### src/rtl/ram_arb_pkg.sv
// Shared types for the RAM arbiter: transfer state encoding and the helper
// that locates a port's field inside a packed per-port bus.
package ram_arb_pkg;

    typedef enum logic [1:0] {
        IDLE     = 2'd0,
        ISSUE    = 2'd1,
        COMPLETE = 2'd2
    } state_t;

    function automatic int slice_lo(input int idx, input int width);
        return idx * width;
    endfunction

endpackage

### src/rtl/ram_arbiter_if.sv
// Requester-side and SDRAM-controller-side signals of the RAM arbiter.
// slave is the arbiter's view; master is the view of whatever drives it.
interface ram_arbiter_if #(
    parameter int N_REQ      = 3,
    parameter int ADDR_WIDTH = 22,
    parameter int DATA_WIDTH = 32
);
    localparam int BE_WIDTH = DATA_WIDTH / 8;
    localparam int ID_WIDTH = $clog2(N_REQ);

    logic [N_REQ-1:0]            REQ;
    logic [N_REQ-1:0]            REQ_WE;
    logic [N_REQ*ADDR_WIDTH-1:0] REQ_ADDR;
    logic [N_REQ*DATA_WIDTH-1:0] REQ_DIN;
    logic [N_REQ*BE_WIDTH-1:0]   REQ_BE;
    logic [N_REQ-1:0]            ACK;
    logic [DATA_WIDTH-1:0]       DOUT;
    logic [ID_WIDTH-1:0]         GRANT_ID;
    logic                        BUSY;

    logic                        MEM_REQ;
    logic                        MEM_WE;
    logic [ADDR_WIDTH-1:0]       MEM_ADDR;
    logic [DATA_WIDTH-1:0]       MEM_DIN;
    logic [BE_WIDTH-1:0]         MEM_BE;
    logic                        MEM_ACK;
    logic [DATA_WIDTH-1:0]       MEM_DOUT;

    modport slave (
        input  REQ, REQ_WE, REQ_ADDR, REQ_DIN, REQ_BE, MEM_ACK, MEM_DOUT,
        output ACK, DOUT, GRANT_ID, BUSY, MEM_REQ, MEM_WE, MEM_ADDR, MEM_DIN, MEM_BE
    );

    modport master (
        output REQ, REQ_WE, REQ_ADDR, REQ_DIN, REQ_BE, MEM_ACK, MEM_DOUT,
        input  ACK, DOUT, GRANT_ID, BUSY, MEM_REQ, MEM_WE, MEM_ADDR, MEM_DIN, MEM_BE
    );

endinterface

### src/rtl/rr_pick.sv
// Combinational round-robin search over ports 1..N_REQ-1, starting after
// 'last' and wrapping from N_REQ-1 back to 1; port 0 is never a candidate.
module rr_pick #(
    parameter int N_REQ = 3
) (
    input  logic [N_REQ-1:1]         mask,
    input  logic [$clog2(N_REQ)-1:0] last,
    output logic                     valid,
    output logic [$clog2(N_REQ)-1:0] index
);
    localparam int ID_WIDTH = $clog2(N_REQ);

    int base;
    int cand;

    always_comb begin
        valid = 1'b0;
        index = '0;
        cand  = 1;
        // A 'last' of 0 cannot come from a round-robin grant; treat it as the top port.
        base  = (last == '0) ? (N_REQ - 1) : int'(last);
        for (int k = 1; k < N_REQ; k++) begin
            cand = ((base - 1 + k) % (N_REQ - 1)) + 1;
            if (!valid && mask[cand]) begin
                valid = 1'b1;
                index = ID_WIDTH'(cand);
            end
        end
    end

endmodule

### src/rtl/ram_arbiter.sv
// Arbitrates N_REQ requesters onto one SDRAM controller: port 0 has priority,
// bounded by a starvation counter, ports 1..N_REQ-1 share round-robin.
module ram_arbiter
    import ram_arb_pkg::*;
#(
    parameter int N_REQ        = 3,
    parameter int ADDR_WIDTH   = 22,
    parameter int DATA_WIDTH   = 32,
    parameter int STARVE_LIMIT = 4
) (
    input  logic          CLK,
    input  logic          RESET,
    ram_arbiter_if.slave  bus
);
    localparam int BE_WIDTH = DATA_WIDTH / 8;
    localparam int ID_WIDTH = $clog2(N_REQ);
    localparam int SW       = $clog2(STARVE_LIMIT + 1);
    localparam logic [SW-1:0] STARVE_MAX = SW'(STARVE_LIMIT);

    state_t                state_q, state_d;
    logic [ID_WIDTH-1:0]   grant_id_q, grant_id_d;
    logic [N_REQ-1:0]      ack_q, ack_d;
    logic [DATA_WIDTH-1:0] dout_q, dout_d;
    logic                  busy_q, busy_d;
    logic                  mem_req_q, mem_req_d;
    logic                  mem_we_q, mem_we_d;
    logic [ADDR_WIDTH-1:0] mem_addr_q, mem_addr_d;
    logic [DATA_WIDTH-1:0] mem_din_q, mem_din_d;
    logic [BE_WIDTH-1:0]   mem_be_q, mem_be_d;
    logic [ID_WIDTH-1:0]   last_rr_q, last_rr_d;
    logic [SW-1:0]         starve_q, starve_d;

    logic                  rr_valid;
    logic [ID_WIDTH-1:0]   rr_index;
    logic [ID_WIDTH-1:0]   win;

    rr_pick #(.N_REQ(N_REQ)) u_rr_pick (
        .mask  (bus.REQ[N_REQ-1:1]),
        .last  (last_rr_q),
        .valid (rr_valid),
        .index (rr_index)
    );

    always_comb begin
        state_d    = state_q;
        grant_id_d = grant_id_q;
        ack_d      = '0;
        dout_d     = dout_q;
        busy_d     = busy_q;
        mem_req_d  = mem_req_q;
        mem_we_d   = mem_we_q;
        mem_addr_d = mem_addr_q;
        mem_din_d  = mem_din_q;
        mem_be_d   = mem_be_q;
        last_rr_d  = last_rr_q;
        starve_d   = starve_q;
        win        = '0;

        case (state_q)
            IDLE: begin
                if (|bus.REQ) begin
                    // rr_valid doubles as "some other port is requesting".
                    if (bus.REQ[0] && !(starve_q == STARVE_MAX && rr_valid)) begin
                        win = '0;
                        if (!rr_valid) begin
                            starve_d = '0;
                        end else if (starve_q != STARVE_MAX) begin
                            starve_d = starve_q + SW'(1);
                        end
                    end else begin
                        win       = rr_index;
                        last_rr_d = rr_index;
                        starve_d  = '0;
                    end
                    grant_id_d = win;
                    mem_we_d   = bus.REQ_WE[win];
                    mem_addr_d = bus.REQ_ADDR[slice_lo(int'(win), ADDR_WIDTH) +: ADDR_WIDTH];
                    mem_din_d  = bus.REQ_DIN[slice_lo(int'(win), DATA_WIDTH) +: DATA_WIDTH];
                    mem_be_d   = bus.REQ_BE[slice_lo(int'(win), BE_WIDTH) +: BE_WIDTH];
                    mem_req_d  = 1'b1;
                    busy_d     = 1'b1;
                    state_d    = ISSUE;
                end
            end
            ISSUE: begin
                if (bus.MEM_ACK) begin
                    dout_d            = bus.MEM_DOUT;
                    ack_d[grant_id_q] = 1'b1;
                    mem_req_d         = 1'b0;
                    state_d           = COMPLETE;
                end
            end
            COMPLETE: begin
                busy_d  = 1'b0;
                state_d = IDLE;
            end
            default: begin
                busy_d    = 1'b0;
                mem_req_d = 1'b0;
                state_d   = IDLE;
            end
        endcase
    end

    always_ff @(posedge CLK) begin
        if (RESET) begin
            state_q    <= IDLE;
            grant_id_q <= '0;
            ack_q      <= '0;
            dout_q     <= '0;
            busy_q     <= 1'b0;
            mem_req_q  <= 1'b0;
            mem_we_q   <= 1'b0;
            mem_addr_q <= '0;
            mem_din_q  <= '0;
            mem_be_q   <= '0;
            last_rr_q  <= ID_WIDTH'(N_REQ - 1);
            starve_q   <= '0;
        end else begin
            state_q    <= state_d;
            grant_id_q <= grant_id_d;
            ack_q      <= ack_d;
            dout_q     <= dout_d;
            busy_q     <= busy_d;
            mem_req_q  <= mem_req_d;
            mem_we_q   <= mem_we_d;
            mem_addr_q <= mem_addr_d;
            mem_din_q  <= mem_din_d;
            mem_be_q   <= mem_be_d;
            last_rr_q  <= last_rr_d;
            starve_q   <= starve_d;
        end
    end

    assign bus.ACK      = ack_q;
    assign bus.DOUT     = dout_q;
    assign bus.GRANT_ID = grant_id_q;
    assign bus.BUSY     = busy_q;
    assign bus.MEM_REQ  = mem_req_q;
    assign bus.MEM_WE   = mem_we_q;
    assign bus.MEM_ADDR = mem_addr_q;
    assign bus.MEM_DIN  = mem_din_q;
    assign bus.MEM_BE   = mem_be_q;

endmodule

### src/flat_wrapper.sv
// flat-port wrapper written by rule: the top's interface ports become plain ports
module ram_arbiter_flat import ram_arb_pkg::*;
#(
    parameter int N_REQ        = 3,
    parameter int ADDR_WIDTH   = 22,
    parameter int DATA_WIDTH   = 32,
    parameter int STARVE_LIMIT = 4
)
  (CLK, RESET, bus_REQ, bus_REQ_WE, bus_REQ_ADDR, bus_REQ_DIN, bus_REQ_BE, bus_MEM_ACK, bus_MEM_DOUT, bus_ACK, bus_DOUT, bus_GRANT_ID, bus_BUSY, bus_MEM_REQ, bus_MEM_WE, bus_MEM_ADDR, bus_MEM_DIN, bus_MEM_BE);
  ram_arbiter_if #(.N_REQ(N_REQ), .ADDR_WIDTH(ADDR_WIDTH), .DATA_WIDTH(DATA_WIDTH)) bus_i ();
  input  logic CLK;
  input  logic RESET;
  input wire logic [$bits(bus_i.REQ)-1:0] bus_REQ;
  input wire logic [$bits(bus_i.REQ_WE)-1:0] bus_REQ_WE;
  input wire logic [$bits(bus_i.REQ_ADDR)-1:0] bus_REQ_ADDR;
  input wire logic [$bits(bus_i.REQ_DIN)-1:0] bus_REQ_DIN;
  input wire logic [$bits(bus_i.REQ_BE)-1:0] bus_REQ_BE;
  input wire logic [$bits(bus_i.MEM_ACK)-1:0] bus_MEM_ACK;
  input wire logic [$bits(bus_i.MEM_DOUT)-1:0] bus_MEM_DOUT;
  output wire logic [$bits(bus_i.ACK)-1:0] bus_ACK;
  output wire logic [$bits(bus_i.DOUT)-1:0] bus_DOUT;
  output wire logic [$bits(bus_i.GRANT_ID)-1:0] bus_GRANT_ID;
  output wire logic [$bits(bus_i.BUSY)-1:0] bus_BUSY;
  output wire logic [$bits(bus_i.MEM_REQ)-1:0] bus_MEM_REQ;
  output wire logic [$bits(bus_i.MEM_WE)-1:0] bus_MEM_WE;
  output wire logic [$bits(bus_i.MEM_ADDR)-1:0] bus_MEM_ADDR;
  output wire logic [$bits(bus_i.MEM_DIN)-1:0] bus_MEM_DIN;
  output wire logic [$bits(bus_i.MEM_BE)-1:0] bus_MEM_BE;
  assign bus_i.REQ = bus_REQ;
  assign bus_i.REQ_WE = bus_REQ_WE;
  assign bus_i.REQ_ADDR = bus_REQ_ADDR;
  assign bus_i.REQ_DIN = bus_REQ_DIN;
  assign bus_i.REQ_BE = bus_REQ_BE;
  assign bus_i.MEM_ACK = bus_MEM_ACK;
  assign bus_i.MEM_DOUT = bus_MEM_DOUT;
  assign bus_ACK = bus_i.ACK;
  assign bus_DOUT = bus_i.DOUT;
  assign bus_GRANT_ID = bus_i.GRANT_ID;
  assign bus_BUSY = bus_i.BUSY;
  assign bus_MEM_REQ = bus_i.MEM_REQ;
  assign bus_MEM_WE = bus_i.MEM_WE;
  assign bus_MEM_ADDR = bus_i.MEM_ADDR;
  assign bus_MEM_DIN = bus_i.MEM_DIN;
  assign bus_MEM_BE = bus_i.MEM_BE;
  ram_arbiter #(.N_REQ(N_REQ), .ADDR_WIDTH(ADDR_WIDTH), .DATA_WIDTH(DATA_WIDTH), .STARVE_LIMIT(STARVE_LIMIT)) u_core (.CLK(CLK), .RESET(RESET), .bus(bus_i));
endmodule
### config.mk
export PLATFORM = sky130hd
export DESIGN_NAME = ram_arbiter_flat
export DESIGN_NICKNAME = d
export VERILOG_FILES = /design/src/rtl/ram_arb_pkg.sv /design/src/rtl/ram_arbiter_if.sv /design/src/rtl/rr_pick.sv /design/src/rtl/ram_arbiter.sv /design/src/flat_wrapper.sv
export SDC_FILE = /design/constraint.sdc
export NUM_CORES = 1
export LEC_CHECK = 0
export CAP_MARGIN = 20
export CORE_UTILIZATION = 35
export CTS_CLUSTER_SIZE = 25
export DETAILED_ROUTE_END_ITERATION = 8
export PLACE_DENSITY = 0.78
export SYNTH_ARGS = -nofsm -noshare
export SYNTH_HDL_FRONTEND = slang
export SYNTH_HIERARCHICAL = 1
export SYNTH_SLANG_ARGS = --single-unit
export TNS_END_PERCENT = 5
### constraint.sdc
create_clock -name CLK -period 1.9 [get_ports CLK]
set_clock_uncertainty 0.05 [all_clocks]
set_input_delay 0.19 -clock CLK [delete_from_list [all_inputs] [get_ports CLK]]
set_output_delay 0.19 -clock CLK [all_outputs]
set_load 0.01 [all_outputs]
==> run summary <==
reg2reg setup slack - 0.05 ns
Final #Nets - 1191
I/O Buffers - 312
DRT antenna net count - 0
Worst Setup Start Kind - input port
crit end category - flip-flop
PD cells - 691 nW/um^2
CTS tree - built
Crit path top cell by count - nor2b_4
Mean Syn Cell Area - 7.84 sq um
Layout Area Growth over Synthesis - 74.1%
Reg area - 2080 sq um
Seq pwr share - 38.9%
DRC - 0
hold path start - RESET
worst r2r src - u_core/last_rr_q[0]
clock share of power - 30.0%
grt total ovfl - 0
CTS Root Cell - clkbuf_16
Final Hold Violating Endpoints - 0
max-capacitance violation count - 0
1st-iter DRT viols - 601
Max IR drop VDD - 0.429 mV
Fmax - 532 MHz
layout cells sized above 1 - 7.56%
Tcrit/Tclk final - 99.0%
io pins - 313
Worst EP arrival - 2.08 ns
global-route wire length before repair - 34600 um
Placeable Area - 14800 sq um
# rows - 44
Placed Area - 8840 sq um
Slowest Stage Delay on Critical Path - 0.47 ns
Starting Density - 36.4%
Sw Ratio - 29.5%
Lkg Pwr - 0.00349 uW
Die Span X - 126 um
overall die area - 15800 sq um
number of buffers created by CTS - 9
vias per cell - 5.86
number of H-tree levels - 3
CP max-delay cell - clkdlybuf4s50_1
Hold WC Path Type - input port to flip-flop
vias in the first global route - 6542
Final min period - 1.88 ns
cell family with most CP delay - buffers and inverters
DRT Pass-1 Iters - 5
Critical Path Fanout Max - 19
Comb power frac - 31.2%
Multi-input gate area - 2980 sq um
worst hold stages - 2
Die Y - 126 um
Psw - 1910 uW
Slew Limit Fails - 0
hold_buf cts - 0
Internal Power - 4550 uW
FF-to-FF End - u_core/bus.MEM_DIN[18]
Worst Hold End - u_core/bus.DOUT[5]
RSZ-0062 raised after global routing - true
critical path type - input port to flip-flop
largest net degree at the start of global routing - 65
critical path depth in cells - 8
number of clock sinks - 104
Max clock buf depth - 2
post-DP HPWL - 15400 um
Mapped Cells - 685
ant diodes - 0
outcome - complete, no violations
Post-Syn Area - 5370 sq um
reg2reg path depth - 8
vias - 6813
Synth Net Count - 902
clock slew at reported path FFs - 0.07 ns
Post-Layout Inst Area - 9350 sq um
final core utilization - 63.4%
Synth warnings - 6
Slew Limit Headroom - 64.7%
WP buf/inv - 3
Finish-stage setup viols - 0
global placement routability congestion - 0.825
Tightest Pin Transition - 0.530 ns
Routed WL - 23500 um
Worst EP required - 2.10 ns
Avg WL per Cell - 20.2 um
Critical Path, Cell by Cell - clkdlybuf4s50_1, a21boi_1, buf_4, nor2b_4, nor2b_4, clkbuf_16, a221oi_1, a311oi_1
initial antenna violation count - 0
Clock Latency Late Sink - 0.34 ns
Fillers - 1290
Tot GR Track Use - 27.4%
## worst max-delay path by stage
stage	start	slack, ns	end
5_1_grt	bus_REQ[2]	-0.04	u_core/bus.MEM_ADDR[18]
6_report	bus_REQ[2]	0.02	u_core/bus.MEM_DIN[18]
2_1_floorplan	u_core/last_rr_q[0]	0.08	u_core/bus.MEM_ADDR[0]
3_5_place_dp	bus_REQ[1]	-0.31	u_core/bus.MEM_BE[0]
3_3_place_gp	bus_REQ[1]	-0.26	u_core/bus.MEM_DIN[2]
4_1_cts	u_core/starve_q[0]	0.05	u_core/bus.MEM_BE[0]
## registers in the layout, indices dropped and copies added (netlist names), 2 cells and up
signal               flops
u_core/bus.GRANT_ID      2
u_core/bus.MEM_DIN      32
u_core/bus.DOUT         32
u_core/bus.MEM_ADDR     22
u_core/state_q           2
u_core/bus.ACK           3
u_core/bus.MEM_BE        4
u_core/starve_q          3
## through the flow
stage	hold slack, ns	worst slack [ns]	total power (uW)	instances	setup TNS (ns)
floorplan	0.276	0.0806	3310	685	0
global placement	0.392	-0.258	4470	1137	-13.96
detailed placement	0.397	-0.313	4500	1137	-14.14
CTS	0.270	0.0532	6430	1153	0
global route	0.295	-0.0385	6740	1163	-0.456
finish	0.283	0.0195	6460	1163	0
## power by group through the flow
stage	combinational [uW]	sequential, uW	clock (uW)
5_1_grt	2150	2540	2060
3_3_place_gp	1920	2560	0
4_1_cts	1950	2510	1970
6_report	2010	2510	1940
3_5_place_dp	1940	2560	0
2_1_floorplan	675	2630	0
## metal layers
layer / vias to the layer above / GRT usage [%] / part of all wire (%) / wire (um)
met5: - / 0 / 0 / 0
met4: 0 / 9.78 / 2.3 / 537
met3: 37 / 7.35 / 11 / 2540
met2: 412 / 47.5 / 49 / 11500
met1: 3188 / 32.6 / 38 / 8980
li1: 3176 / - / - / -
## cells in the final DEF, fill, tap and decap left out, drive strengths merged
cell type	count
a211oi	1
a21boi	2
a21oi	42
a221oi	59
a311oi	59
a31oi	59
and2	1
and3	60
and3b	1
buf	41
bufinv	1
clkbuf	14
clkdlybuf4s50	309
clkinv	2
clkinvlp	2
dfxtp	104
dlymetal6s2s	1
ha	2
inv	5
nand2	129
nand2b	2
nand3	5
nand3b	1
nand4b	1
nor2	62
nor2b	2
nor3	3
nor4	1
nor4b	2
o21a	1
o21ai	2
or2	1
or3	1
or3b	1
## what timing repair did
| action | in CTS | in global routing |
|---|---|---|
| setup endpoints to repair | 0 | 55 |
| resized for setup | 0 | 9 |
| buffers inserted | 0 | 4 |
## area by class of cell
| class | count | share of cell area (%) |
|---|---|---|
| sequential | 104 | 22.3 |
| multi-input combinational | 500 | 31.9 |
| clock buffer | 9 | 2.41 |
| clock inverter | 7 | 0.857 |
| tap | 184 | 2.46 |
| inverter | 3 | 0.120 |
| timing repair buffer | 356 | 40.0 |
Note: power is estimated with default switching activity, not from simulation.
